File: config.mk
export PLATFORM = sky130hd
export DESIGN_NAME = parity_stream_tx
export DESIGN_NICKNAME = d
export VERILOG_FILES = /design/src/rtl/parity_stream_pkg.sv /design/src/rtl/parity_class_track.sv /design/src/rtl/parity_stream_tx.sv
export SDC_FILE = /design/constraint.sdc
export NUM_CORES = 1
export LEC_CHECK = 0
export BUFFER_PORTS_ARGS = -buffer_cell sky130_fd_sc_hd__buf_2
export CAP_MARGIN = 20
export CORE_ASPECT_RATIO = 1.2
export CORE_MARGIN = 5
export CORE_UTILIZATION = 40
export CTS_BUF_LIST = sky130_fd_sc_hd__clkbuf_4 sky130_fd_sc_hd__clkbuf_8 sky130_fd_sc_hd__clkbuf_16
export CTS_CLUSTER_SIZE = 8
export DETAILED_ROUTE_END_ITERATION = 10
export HOLD_SLACK_MARGIN = 0.03
export MAX_ROUTING_LAYER = met4
export PLACE_DENSITY_LB_ADDON = 0.15
export RECOVER_POWER = 100
export SLEW_MARGIN = 30
export SYNTH_ARGS = -nofsm -noshare
export SYNTH_HDL_FRONTEND = slang
export SYNTH_SLANG_ARGS = --single-unit
File: constraint.sdc
create_clock -name clk -period 5.65 [get_ports clk]
set_clock_uncertainty 0.2 [all_clocks]
set_input_delay 0.2825 -clock clk [delete_from_list [all_inputs] [get_ports clk]]
set_output_delay 0.2825 -clock clk [all_outputs]
set_load 0.02 [all_outputs]
File: src/rtl/parity_stream_pkg.sv
// Shared definitions for the parity-class stream transmitter and its matching receiver.
package parity_stream_pkg;

  localparam logic [1:0] CLS_EE = 2'b00;
  localparam logic [1:0] CLS_OE = 2'b01;
  localparam logic [1:0] CLS_EO = 2'b10;
  localparam logic [1:0] CLS_OO = 2'b11;

  typedef enum logic [1:0] {
    IDLE = 2'd0,
    DATA = 2'd1,
    TRL1 = 2'd2,
    TRL0 = 2'd3
  } tx_state_e;

  // A 1 flips the 1s-parity bit, a 0 flips the 0s-parity bit.
  function automatic logic [1:0] cls_step(input logic [1:0] cur, input logic b);
    return cur ^ (b ? CLS_OE : CLS_EO);
  endfunction

endpackage

File: src/rtl/parity_class_track.sv
// Running parity class of a serial bit stream; cleared at frame start.
module parity_class_track
  import parity_stream_pkg::*;
(
  input  logic       clk,
  input  logic       rst,
  input  logic       clr,
  input  logic       bit_valid,
  input  logic       bit_val,
  output logic [1:0] par_state
);

  always_ff @(posedge clk) begin
    if (rst || clr) begin
      par_state <= CLS_EE;
    end else if (bit_valid) begin
      par_state <= cls_step(par_state, bit_val);
    end
  end

endmodule

File: src/rtl/parity_stream_tx.sv
// Serial LSB-first word transmitter that appends a 0-2 bit trailer so each frame
// lands in the requested even/odd 1s x even/odd 0s class.
module parity_stream_tx
  import parity_stream_pkg::*;
#(
  parameter int unsigned W = 8
) (
  input  logic         clk,
  input  logic         rst,
  input  logic         start,
  input  logic [W-1:0] data,
  input  logic [1:0]   cls,
  output logic         ready,
  output logic         sout,
  output logic         sout_valid,
  output logic         sout_last,
  output logic [1:0]   par_state
);

  localparam int unsigned CW = (W > 1) ? $clog2(W) : 1;
  localparam logic [CW-1:0] LAST_IDX = CW'(W - 1);

  tx_state_e      state_q, state_d;
  logic [W-1:0]   shift_q, shift_d;
  logic [CW-1:0]  cnt_q, cnt_d;
  logic           need1_q, need0_q;
  logic           accept, need1_a, need0_a;
  logic           sout_d, valid_d, last_d, ready_d;

  assign accept = (state_q == IDLE) && start;

  // Trailer needs are known from the whole payload, so resolve them at accept
  // rather than from the lagging registered par_state.
  assign need1_a = (^data) ^ cls[0];
  assign need0_a = (^(~data)) ^ cls[1];

  always_ff @(posedge clk) begin
    if (rst) begin
      state_q    <= IDLE;
      shift_q    <= '0;
      cnt_q      <= '0;
      need1_q    <= 1'b0;
      need0_q    <= 1'b0;
      ready      <= 1'b1;
      sout       <= 1'b0;
      sout_valid <= 1'b0;
      sout_last  <= 1'b0;
    end else begin
      state_q    <= state_d;
      shift_q    <= shift_d;
      cnt_q      <= cnt_d;
      ready      <= ready_d;
      sout       <= sout_d;
      sout_valid <= valid_d;
      sout_last  <= last_d;
      if (accept) begin
        need1_q <= need1_a;
        need0_q <= need0_a;
      end
    end
  end

  always_comb begin
    state_d = state_q;
    unique case (state_q)
      IDLE: if (start) state_d = DATA;
      DATA: if (cnt_q == LAST_IDX) state_d = need1_q ? TRL1 : (need0_q ? TRL0 : IDLE);
      TRL1: state_d = need0_q ? TRL0 : IDLE;
      TRL0: state_d = IDLE;
      default: state_d = IDLE;
    endcase
  end

  // Outputs are computed for the state being entered and registered, so the
  // state register always names what is currently on sout.
  always_comb begin
    shift_d = shift_q;
    cnt_d   = cnt_q;
    sout_d  = 1'b0;
    valid_d = 1'b0;
    last_d  = 1'b0;
    ready_d = 1'b0;
    if (accept) begin
      shift_d = data >> 1;
      cnt_d   = '0;
    end else if (state_q == DATA && cnt_q != LAST_IDX) begin
      shift_d = shift_q >> 1;
      cnt_d   = cnt_q + CW'(1);
    end
    unique case (state_d)
      IDLE: ready_d = 1'b1;
      DATA: begin
        valid_d = 1'b1;
        sout_d  = (state_q == IDLE) ? data[0] : shift_q[0];
        last_d  = (cnt_d == LAST_IDX) && !need1_q && !need0_q;
      end
      TRL1: begin
        valid_d = 1'b1;
        sout_d  = 1'b1;
        last_d  = !need0_q;
      end
      TRL0: begin
        valid_d = 1'b1;
        last_d  = 1'b1;
      end
      default: ready_d = 1'b1;
    endcase
  end

  parity_class_track u_track (
    .clk       (clk),
    .rst       (rst),
    .clr       (accept),
    .bit_valid (sout_valid),
    .bit_val   (sout),
    .par_state (par_state)
  );

endmodule
Word level (Yosys, flattened, before mapping):

Index checks and enable logic that the tools add are counted.

* add/subtract/negate cells: 1
* $mul: 0
* divide/modulo/power cells: 0
* magnitude comparators: 0
* eq/ne operators: 9
* shift-type cells: 0
* multiplexer cells: 15
* bitwise gates (word level): 4
* reduce and logical (&&, ||, !) cells: 13

Operators by type and width (count)
* 8-bit parity: 2
* 7-bit 2-to-1 mux: 2
* 2-bit 2-to-1 mux: 5
* 2-bit == test, second input constant: 4
* 8-bit inverter: 1
* 2-bit one-hot mux with 4 select lines: 1
* 3-bit == test, second input constant: 2
* 3-bit 2-to-1 mux: 2
* 2-bit by 1-bit == test with 1-bit output, second input constant: 2
* 1-bit logical AND: 4
* 2-bit logical NOT: 2
* 3-bit by 1-bit adder with 3-bit output, second input constant: 1
* 1-bit 2-to-1 mux: 3
* 3-bit inequality test, second input constant: 1
* 1-bit one-hot mux with 3 select lines: 1
* 3-bit OR reduction: 1
* 1-bit logical NOT: 2
* 1-bit one-hot mux with 2 select lines: 1
* 2-bit nonzero test: 1
* 1-bit XOR: 2
* 2-bit XOR: 1
* 1-bit logical OR: 1

* register bits after elaboration: 20
* latch bits: 0
* RAM bits: 0
* memory bits (read-only): 0
* bits of input ports: 13
* output and inout port bits: 6
* word-level logic and storage cells: 52
* memories: 0

Longest topological paths before layout:

* depth in word-level cells: 8
* depth in mapped cells: 9
* depth with buffers taken out: 9

Hierarchy:

From an unflattened synthesis, not the netlist that was laid out.

* cells, all modules: 118
* area, all modules: 1054.8 um^2

By module, submodules not included
* parity_stream_tx: instances 1, cells each 110, area an instance 964.7 um^2, sequential area each 360.3 um^2
* parity_class_track: instances 1, cells each 8, area an instance 90.1 um^2, sequential area each 40.0 um^2

Least setup slack after synthesis:

Ideal clock, no wire load.

* path type: register to register
* start: reg cnt_q[0]
* end: reg sout_last
* setup time: 120 ps
* data arrival time: 1792 ps
* data required time: 5330 ps
* path slack: 3538 ps
* stages on the path, launching flop included: 10
* buffers on the path: 0
* period minus slack after synthesis: 2112 ps
* cells stage by stage: dfxtp_1 > ha_1 > ha_1 > a211oi_2 > a21oi_1 > inv_1 > ha_1 > nand3_1 > a21oi_1 > o31a_1

* elaborated cells on any way between the ends: 15
* those cells by class: add/sub (1); eq/ne (6); mux (5); reduce/logical (3)

RTL lines
* from (decl): RTL line parity_stream_tx.sv:25 `logic [CW-1:0] cnt_q, cnt_d;`
* from (signal assigned): RTL line parity_stream_tx.sv:51 `cnt_q <= cnt_d;`
* 3-bit == test *: RTL line parity_stream_tx.sv:67 `DATA: if (cnt_q == LAST_IDX) state_d = need1_q ? TRL1 : (need0_q ? TRL0 : IDLE);`
* 2-bit 2-to-1 mux *: RTL line parity_stream_tx.sv:67
* 2-bit one-hot mux with 4 select lines *: RTL line parity_stream_tx.sv:65 `unique case (state_q)`
* net state_d[0]: RTL line parity_stream_tx.sv:23 `tx_state_e state_q, state_d;`
* 2-bit == test or 2-bit by 1-bit == test with 1-bit output (tied branches): RTL line parity_stream_tx.sv:90 `unique case (state_d)`
* 1-bit one-hot mux with 3 select lines *: RTL line parity_stream_tx.sv:90
* to (signal assigned): RTL line parity_stream_tx.sv:55 `sout_last <= last_d;`
* to (decl): RTL line parity_stream_tx.sv:16 `output logic sout_last,`

The timed path passes the listed nets; every way through them passes the cells marked *.
A chain may end at the register's enable or synchronous reset.

Final worst setup path:

* start: reg cnt_q[0]
* end: reg sout_last

* cells in the longest elaborated chain, start to end: 8
* elaborated cells on any way between the ends: 15
* those cells by class: add/sub (1); eq/ne (6); mux (5); reduce/logical (3)

Ends and longest elaborated chain (RTL line)
* branches (longest 7 deep; another with 3-bit by 1-bit adder with 3-bit output)
* 1-bit one-hot mux with 3 select lines *: parity_stream_tx.sv:90

Mark *: on every way between the ends.

==> impl_metrics.env <==
export IMPL_coreArea_mm2=0.002502
export IMPL_synth_top_cells_by_count="20 x dfxtp_1, 19 x nor2_1, 9 x xnor2_1"
export IMPL_first_pass_iters=4
export IMPL_area_growth_pct=12.96
export IMPL_synth_top_flop_cell="dfxtp_1"
export IMPL_fp_dieW_um=56.18
export IMPL_grt_total_usage=0.1156
export IMPL_hold_violations=0
export IMPL_grt_pass1_wl_mm=3.318
export IMPL_syn_avg_cell_area_um2=9.477
export IMPL_yosys_area_top_type="dfxtp_1"
export IMPL_setup_violations_final=0
export IMPL_cts_setup_buffers=0
export IMPL_arrival_ns=3.29
export IMPL_fin_setup_tns_ns=0
export IMPL_grt_pass1_vias=797
export IMPL_cts_made_buffers=3
export IMPL_worstMarginPinSlew_ns=1.472
export IMPL_crit_type="reg2reg"
export IMPL_ctsHoldBuffers=0
export IMPL_synthTopCellsByArea="dfxtp_1 39%, ha_1 8.6%, mux2i_1 7.8%"
export IMPL_status="complete, but fails checks"
export IMPL_p_int_uw=217.1
export IMPL_ios=19
export IMPL_port_buffers=18
export IMPL_yosysTopAreaCellShare=0.3912
export IMPL_cp_required_ns=5.64
export IMPL_synth_seq_cells=20
export IMPL_min_path_type="in2reg"
export IMPL_netlist_area_mm2=0.001023
export IMPL_use_met1=0.1336
export IMPL_place_ws_ns=2.920
export IMPL_clock_path_buffers=2
export IMPL_vias_per_cell=4.975
export IMPL_synth_distinct_cells=27
export IMPL_placed_cells=155
export IMPL_grt_max_degree=18
export IMPL_clock_sinks=20
export IMPL_antenna_cells=0
export IMPL_relSlewSlack=0.01293
export IMPL_fmax_mhz=303.2
export IMPL_rsz0062_at_grt="false"
export IMPL_fin_nets=147
export IMPL_drive_gt1_frac=0.1429
export IMPL_p_per_area_mw_per_mm2=258.7
export IMPL_grt_ovfl_total=0
export IMPL_avgRoutedWirePerCell_um=12.03
export IMPL_rows=20
export IMPL_cts_resized=0
export IMPL_fin_ws_ns=2.352
export IMPL_stdcell_area_mm2=0.001156
export IMPL_p_switching_uw=81.99
export IMPL_dp_hpwl_mm=1.505
export IMPL_clk_pin_slew_ns=0.11
export IMPL_leakage_nw=0.5121
export IMPL_cp_max_fo=14
export IMPL_ant_nets=0
export IMPL_vias=791
export IMPL_clkPwrFrac=0.271
export IMPL_post_synth_top_count_cell="dfxtp_1"
export IMPL_place_area_mm2=0.001132
export IMPL_power_uw=299.1
export IMPL_cts_tree="done"
export IMPL_start_kind="flip-flop"
export IMPL_drc_errors=0
export IMPL_p_sw_frac=0.2742
export IMPL_drv_slew=0
export IMPL_clock_latency_ns=0.30
export IMPL_syn_num_nets=128
export IMPL_yosysWarnings=0
export IMPL_async_flop_share=0
export IMPL_drv_cap=1
export IMPL_stdcell_count=159
export IMPL_start_util=0.4090
export IMPL_die_h_um=65.41
export IMPL_syn_instance_count=108
export IMPL_synth_edf_count=0
export IMPL_fin_crit_sh=0.5837
export IMPL_finalCriticalPeriod_ns=3.298
export IMPL_combPwrFrac=0.196
export IMPL_h_tree_depth=1
export IMPL_pwr_share_seq=0.533
export IMPL_end_kind="flip-flop"
export IMPL_use_met3=0.01965
export IMPL_gp_congestion=0.7427
export IMPL_antenna_found_initial=0
export IMPL_vdd_drop_max_uv=134.9
export IMPL_wl_mm=1.913
export IMPL_dieArea_mm2=0.003674
export IMPL_top_usage_layer="met2"
export IMPL_violations="max-capacitance violations"
export IMPL_grt_use_met2=0.1901
export IMPL_ctsRootBufferMaster="clkbuf_4"
export IMPL_synth_seq_area_share=0.3912
export IMPL_drt_iter0_drc=13
flip-flops by register name, summed over array words and instances (netlist names):
signal             cells
ready                  1
sout                   1
state_q                2
cnt_q                  3
u_track.par_state      2
sout_valid             1
need1_q                1
need0_q                1
sout_last              1
shift_q                7
critical path: stages (launching register included):
cell and delay, ns:
dfxtp_1 0.36, ha_1 0.21, ha_1 0.24, a211oi_1 1.20
a21oi_1 0.30, ha_1 0.33, nor2b_1 0.13, o31a_1 0.23
routing by layer:
metal / part of all wire / wire (um)
met1: 0.46 / 881
met2: 0.49 / 940
met3: 0.031 / 60
met4: 0.016 / 30
met5: 0 / 0
power by group through the flow:
stage               logic, mW  registers (mW)  clock network [mW]
global placement       0.0584           0.162                   0
finish                 0.0585           0.160              0.0811
CTS                    0.0599           0.160              0.0849
detailed placement     0.0597           0.163                   0
global route           0.0655           0.161              0.0954
floorplan              0.0428           0.163                   0
through the flow:
stage                     utilization  hold WS [ns]
after global placement         0.4525        0.2797
after global routing           0.4620       0.05773
after CTS                      0.4670       0.05827
after detailed placement       0.4525        0.2804
final                          0.4620       0.06761
after floorplan                     -        0.2479
area by class of cell:
| type | instances | area (um^2) |
|---|---|---|
| Fill cell | 276 | 1346 |
| Sequential cell | 20 | 400.4 |
| Clock buffer | 4 | 36.28 |
| Multi-Input combinational cell | 80 | 580.6 |
| Timing Repair Buffer | 18 | 82.58 |
| Inverter | 4 | 15.01 |
| Tap cell | 33 | 41.29 |
cell families after synthesis:
kind of cell | share of synthesized area
fa+ha+maj | 0.08557
simple gates | 0.1822
flops | 0.3912
compound gates | 0.1296
xor+xnor | 0.08558
mux | 0.08924
buf+inv | 0.03667
path summary, 6_finish.rpt:
path	start	end	slack (ns)	cells past startpoint
worst min register to register	shift_q[6]	shift_q[6]	0.30	2
worst min-delay path	start	shift_q[6]	0.07	3
worst max register to register	cnt_q[0]	sout_last	2.35	7
worst max-delay path	cnt_q[0]	sout_last	2.35	7
cell usage in the layout (no fill, tap or decap), drive strengths merged, types with 2 or more instances in the layout:
master | netlist | routed
a311o | 2 | 2
dfxtp | 20 | 20
a21oi | 3 | 3
nor4 | 2 | 2
nand2b | 2 | 2
inv | 4 | 4
clkbuf | 2 | 10
and4bb | 2 | 2
a32oi | 2 | 2
nor2b | 3 | 3
nor2 | 19 | 19
xnor2 | 9 | 9
nand2 | 5 | 5
mux2i | 8 | 8
a211oi | 7 | 7
buf | 2 | 12
ha | 7 | 7
Note: power is estimated with default switching activity, not from simulation.
